`src/rtl/apb3_regbank.sv`:
```
// apb3_regbank: APB3 register bank (PCLK/PRESETn, APB3 slave, SETSIG out, MONSIG in, IRQ out)
module apb3_regbank #(
  parameter int NUM_CH = 4,
  parameter int DW = 16,
  parameter int WAIT_CYCLES = 0,
  parameter int SYNC_STAGES = 2,
  parameter logic [DW-1:0] INIT_SET = '0,
  parameter int FF_DELAY = 1
) (
  input  logic                 PCLK,
  input  logic                 PRESETn,
  input  logic [31:0]          PADDR,
  input  logic [31:0]          PWDATA,
  input  logic                 PWRITE,
  input  logic                 PENABLE,
  input  logic                 PSEL,
  output logic [31:0]          PRDATA,
  output logic                 PSLVERR,
  output logic                 PREADY,
  output logic [NUM_CH*DW-1:0] SETSIG,
  input  logic [NUM_CH*DW-1:0] MONSIG,
  output logic                 IRQ
);
  localparam logic [3:0] WC = 4'(WAIT_CYCLES);
  localparam logic [5:0] NCH = 6'(NUM_CH);
  localparam logic [31:0] INFO = {8'hA3, 8'(WAIT_CYCLES), 8'(DW), 8'(NUM_CH)};
  typedef enum logic [1:0] {IDLE, SETUP, WAIT, LAST} state_t;
  state_t state_q, state_d;
  logic [3:0] cnt_q, cnt_d;
  logic [31:0] prdata_q, rd_data;
  logic [NUM_CH-1:0][DW-1:0] set_q, mon_s, prev_q;
  logic [NUM_CH-1:0] status_q, enable_q, chg;
  logic irq_q, arm_q;
  logic setup_ph, access, done, ready, err, wr_commit;
  logic set_hit, mon_hit, st_hit, en_hit, info_hit;
  logic [11:0] a;
  logic [5:0] idx;
  logic unused_ok;
  assign unused_ok = ^{PADDR[31:12], PWDATA, 1'(FF_DELAY)};
  assign a = PADDR[11:0];
  assign idx = a[7:2];
  assign set_hit = a[11:8] == 4'h0 && a[1:0] == 2'b00 && idx < NCH;
  assign mon_hit = a[11:8] == 4'h1 && a[1:0] == 2'b00 && idx < NCH;
  assign st_hit = a == 12'h200;
  assign en_hit = a == 12'h204;
  assign info_hit = a == 12'h208;
  assign err = !(set_hit || mon_hit || st_hit || en_hit || info_hit) || (PWRITE && (mon_hit || info_hit));
  assign setup_ph = PSEL & ~PENABLE;
  assign access = PSEL & PENABLE;
  assign done = (state_q == SETUP && WC == 4'd0) || (state_q == WAIT && cnt_q == WC);
  assign ready = !access || state_q == IDLE || state_q == LAST || done;
  assign wr_commit = access && ready && PWRITE && !err;
  assign PREADY = ready;
  assign PSLVERR = access && ready && err;
  assign PRDATA = prdata_q;
  assign SETSIG = set_q;
  assign IRQ = irq_q;
  always_comb begin
    state_d = state_q;
    cnt_d = cnt_q;
    case (state_q)
      IDLE: state_d = setup_ph ? SETUP : IDLE;
      SETUP: begin
        state_d = !PSEL ? IDLE : WC == 4'd0 ? LAST : WAIT;
        cnt_d = 4'd1;
      end
      WAIT: begin
        state_d = !PSEL ? IDLE : cnt_q == WC ? LAST : WAIT;
        cnt_d = cnt_q + 4'd1;
      end
      LAST: state_d = setup_ph ? SETUP : IDLE;
      default: state_d = IDLE;
    endcase
  end
  always_comb begin
    rd_data = '0;
    for (int i = 0; i < NUM_CH; i++) begin
      if (set_hit && idx == 6'(i)) rd_data[DW-1:0] = set_q[i];
      if (mon_hit && idx == 6'(i)) rd_data[DW-1:0] = mon_s[i];
    end
    if (st_hit) rd_data[NUM_CH-1:0] = status_q;
    if (en_hit) rd_data[NUM_CH-1:0] = enable_q;
    if (info_hit) rd_data = INFO;
  end
  always_comb begin
    chg = '0;
    for (int i = 0; i < NUM_CH; i++) chg[i] = arm_q && mon_s[i] != prev_q[i];
  end
  if (SYNC_STAGES == 0) begin : g_nosync
    assign mon_s = MONSIG;
  end else begin : g_sync
    logic [SYNC_STAGES-1:0][NUM_CH*DW-1:0] sync_q;
    always_ff @(posedge PCLK or negedge PRESETn) begin
      if (!PRESETn) begin
        sync_q <= '0;
      end else begin
        sync_q[0] <= MONSIG;
        for (int k = 1; k < SYNC_STAGES; k++) sync_q[k] <= sync_q[k-1];
      end
    end
    assign mon_s = sync_q[SYNC_STAGES-1];
  end
  always_ff @(posedge PCLK or negedge PRESETn) begin
    if (!PRESETn) begin
      state_q <= IDLE;
      cnt_q <= '0;
      prdata_q <= '0;
      set_q <= {NUM_CH{INIT_SET}};
      status_q <= '0;
      enable_q <= '0;
      irq_q <= 1'b0;
      prev_q <= '0;
      arm_q <= 1'b0;
    end else begin
      state_q <= state_d;
      cnt_q <= cnt_d;
      if (setup_ph && !PWRITE) prdata_q <= rd_data;
      for (int i = 0; i < NUM_CH; i++)
        if (wr_commit && set_hit && idx == 6'(i)) set_q[i] <= PWDATA[DW-1:0];
      if (wr_commit && en_hit) enable_q <= PWDATA[NUM_CH-1:0];
      status_q <= (status_q & ~((wr_commit && st_hit) ? PWDATA[NUM_CH-1:0] : '0)) | chg;
      irq_q <= |(status_q & enable_q);
      prev_q <= mon_s;
      arm_q <= 1'b1;
    end
  end
endmodule
```
`config.mk`:
```
export PLATFORM = sky130hd
export DESIGN_NAME = apb3_regbank
export DESIGN_NICKNAME = d
export VERILOG_FILES = /design/src/rtl/apb3_regbank.sv
export SDC_FILE = /design/constraint.sdc
export NUM_CORES = 1
export LEC_CHECK = 0
export CAP_MARGIN = 20
export CELL_PAD_IN_SITES_DETAIL_PLACEMENT = 1
export CELL_PAD_IN_SITES_GLOBAL_PLACEMENT = 1
export CORE_ASPECT_RATIO = 1.1
export CORE_MARGIN = 2
export CORE_UTILIZATION = 37
export DETAILED_ROUTE_END_ITERATION = 12
export PLACE_DENSITY = 0.82
export REMOVE_ABC_BUFFERS = 1
export SLEW_MARGIN = 5
export SYNTH_ARGS = -nofsm -noshare
export SYNTH_HDL_FRONTEND = slang
export SYNTH_SLANG_ARGS = --single-unit
```
`constraint.sdc`:
```
create_clock -name PCLK -period 2.25 [get_ports PCLK]
set_input_delay 0.5625 -clock PCLK [delete_from_list [all_inputs] [get_ports PCLK]]
set_output_delay 0.5625 -clock PCLK [all_outputs]
set_load 0.05 [all_outputs]
```
==> run_results.csv <==
group,metric,value,unit
cts,htreeDepth,1,
hold_path,holdPathStages,0,
timing,min_period_over_period,114,%
routing,drtIter0Drc,583,
synthesis,async_flop_share,100,%
timing,holdWs,0.343,ns
final_layout,area_growth,41.5,%
worst_setup_path,cp_num_cells,6,
cts,clockBufferDepth,3,
global_route,grt_pass1_wl,57.2,mm
timing,period_minus_slack,2.57,ns
routing,antenna_left,0,
cts,cts_tree,"yes",
synthesis,avgSynthCellArea,13.9,um^2
synthesis,synth_most_common_cell,"dfrtp_1",
power,p_leak,7.27,nW
timing,fin_skew,0.0305,ns
final_layout,fillCellCount,2915,
placement,port_buffers,183,
synthesis,synth_top_cell_by_area,"dfrtp_1",
floorplan,fp-row-count,66,
timing,max_freq,389,MHz
global_route,top_usage_layer,"met2",
worst_setup_path,critical_path_arrival,2.01,ns
synthesis,synth_ff_type,"dfrtp_1",
routing,drt-total-wl,38.1,mm
floorplan,die_area,31600,um^2
synthesis,yosysUniqueCellTypes,70,
global_route,grtUsageMet2,42.2,%
timing,grt_setup_unrepaired,"yes",
power,irDropWorstVdd,0.481,mV
worst_setup_path,crit_path_start_kind,"primary input",
cts,clkLatencyLatePin,0.57,ns
final_layout,fin_cells,1517,
worst_setup_path,endpoint_kind,"output pin",
flow_run,cap_violations,0,
worst_setup_path,slowest_delay,0.47,ns
global_route,met3_usage,4.76,%
placement,gp_congestion,0.882,
worst_setup_path,criticalPathCategory,"in -> out",
cts,path_clk_slew,0.06,ns
global_route,globalRoute.totalOverflow,0,
timing,slew_headroom,62.6,%
global_route,grt_max_degree,68,
routing,dr.pass1.iters,6,
floorplan,initial_core_util,37.7,%
timing,fin_ws,-0.322,ns
timing,drv_slew,0,
outcome,violations,"setup timing",
global_route,met1_usage,30.0,%
synthesis,ys_ff_latch,289,
worst_setup_path,path_cells,"dlygate4sd2_1 > or4_4 > a211oi_4 > nand2_2 > a31oi_4 > buf_12",
worst_setup_path,cp_top_family,"simple AND/OR/NAND/NOR gates",
cts,cts_buffers,30,
outcome,status,"finished, violations left",
cts,cts.sinks,289,
synthesis,yosysWarnings,0,
global_route,antenna_found_initial,1,
final_layout,utilization,53.3,%
worst_setup_path,worstPathMaxFanout,2,
final_layout,layout-drive-gt1-share,29.3,%
routing,num_vias,8161,
global_route,grt_usage,24.3,%
synthesis,yosys.area.top_type_share,64.7,%
worst_setup_path,path_buf_inv,2,
hold_path,hp-class,"reg -> reg",
worst_setup_path,slowest_stage,"or4_4",
final_layout,nets,1257,
power,power_density,765,nW/um^2
timing,finalSetupViolations,72,
worst_setup_path,r2r_cells,11,
synthesis,yosys-top-cells-count,"dfrtp_1 (289), xor2_1 (64), mux2_2 (39)",
synthesis,syn_area,11200,um^2
floorplan,die_x,170,um
routing,viasPerCell,5.38,
timing,tightestPinTransition,0.556,ns
timing,hold_violations,0,
placement,place.detailed.hpwl,26.3,mm
synthesis,ys_seq_area_share,64.7,%
worst_setup_path,required,1.69,ns
floorplan,coreArea,29600,um^2
floorplan,die_y,186,um
routing,routedWlPerCell,25.1,um
synthesis,synth_edf_count,0,
routing,drc,0,
synthesis,synthCells,805,
floorplan,ios,232,
synthesis,yosys-top-cells-area,"dfrtp_1 (65%), xor2_1 (5.0%), mux2_4 (4.0%)",
global_route,grt_pass1_vias,9179,
cts,cts_root_buf,"clkbuf_16",
placement,placed_cells,1440,
[metrics by stage]
stage / TNS, ns / total power, W / cell area (um^2) / setup WS, ns
global placement: -54.86 / 0.00667 / 14200 / -0.692
detailed placement: -61.06 / 0.00673 / 14200 / -0.766
CTS: -15.50 / 0.0122 / 15800 / -0.378
global route: -20.88 / 0.0125 / 15800 / -0.360
floorplan: -60.59 / 0.00601 / 10900 / -1.04
finish: -17.51 / 0.0121 / 15800 / -0.322
[sequential cells by signal (all words and copies together) (netlist names), 4 cells and up]
register	cells
PRDATA	17
prev_q	64
status_q	4
mon_s	64
SETSIG	64
cnt_q	4
g_sync.sync_q	64
enable_q	4
[cells in the final DEF, fill, tap and decap left out, drive strengths merged, types with 6 or more instances in the layout]
cell type,n
nor2,31
a21o,9
o2bb2ai,12
nor3,13
clkbuf,38
inv,19
dfrtp,289
nand2,20
clkinv,12
o21ai,36
o22a,8
a22oi,10
nand2b,6
mux2,69
buf,162
a21oi,10
a32oi,10
mux2i,6
nand4,9
xor2,64
conb,13
o221ai,7
ha,6
clkdlybuf4s50,83
nand3,14
nor4,29
dlygate4sd2,67
[report_power, final]
group          internal, W  switching [W]  leakage [nW]  total, W
Sequential         0.00541       0.000166          3.56   0.00558
Clock              0.00317        0.00216         0.526   0.00534
Combinational     0.000524       0.000657          3.19   0.00118
Total              0.00911        0.00299          7.27    0.0121
[path summary, 6_finish.rpt]
| check | from | end | slack (ns) |
|---|---|---|---|
| hold / removal | g_sync.sync_q[18] | mon_s[18] | 0.34 |
| hold reg to reg | g_sync.sync_q[18] | mon_s[18] | 0.34 |
| max in group asynchronous | PRESETn | SETSIG[52] | 1.00 |
| setup reg to reg | state_q[0] | SETSIG[46] | -0.32 |
| setup / recovery | PADDR[0] | PSLVERR | -0.32 |
| min in group asynchronous | PRESETn | g_sync.sync_q[46] | 0.50 |
[final cells by class]
| class | count | area, um^2 | area share (%) |
|---|---|---|---|
| clock inverter | 22 | 262 | 1.65 |
| antenna | 1 | 2.50 | 0.0158 |
| timing repair buffer | 319 | 3020 | 19.1 |
| clock buffer | 34 | 807 | 5.11 |
| multi-input combinational | 461 | 3950 | 25.0 |
| sequential | 289 | 7230 | 45.8 |
| tap | 374 | 468 | 2.96 |
| inverter | 17 | 63.8 | 0.404 |
[cells by family (layout without fill, tap and decap cells)]
logic type / Yosys count / after routing / share of synthesized area [%]
XOR/XNOR: 64 / 64 / 5.02
buffers and inverters: 66 / 392 / 3.38
multiplexers: 75 / 75 / 8.50
other: 2 / 14 / 0.0672
AO/OA/AOI/OAI: 155 / 155 / 10.2
adder cells (fa/ha/maj): 6 / 6 / 0.672
AND/OR/NAND/NOR: 148 / 148 / 7.43
flip-flops: 289 / 289 / 64.7
[worst reg2reg max path, stage by stage (launching register included)]
cell      delay (ns)
dfrtp_1         0.39
inv_2           0.09
ha_4            0.13
and4bb_2        0.29
o41ai_4         0.09
buf_4           0.16
nor3b_4         0.33
buf_6           0.17
buf_6           0.08
and3_4          0.23
buf_8           0.17
mux2_4          0.32
[routing by layer]
layer	vias up	routed length, um
li1	3517	-
met1	4226	15300
met2	327	19000
met3	91	2280
met4	0	1540
met5	-	0
[repair_timing]
item,CTS,global route
endpoints found under the setup margin,147,85
hold endpoints to repair,44,0
buffers inserted,21,5
hold buffers,1,0
pin swaps,19,22
gates resized for setup,177,31
gates cloned,4,0
(Power assumes the default switching activity.)
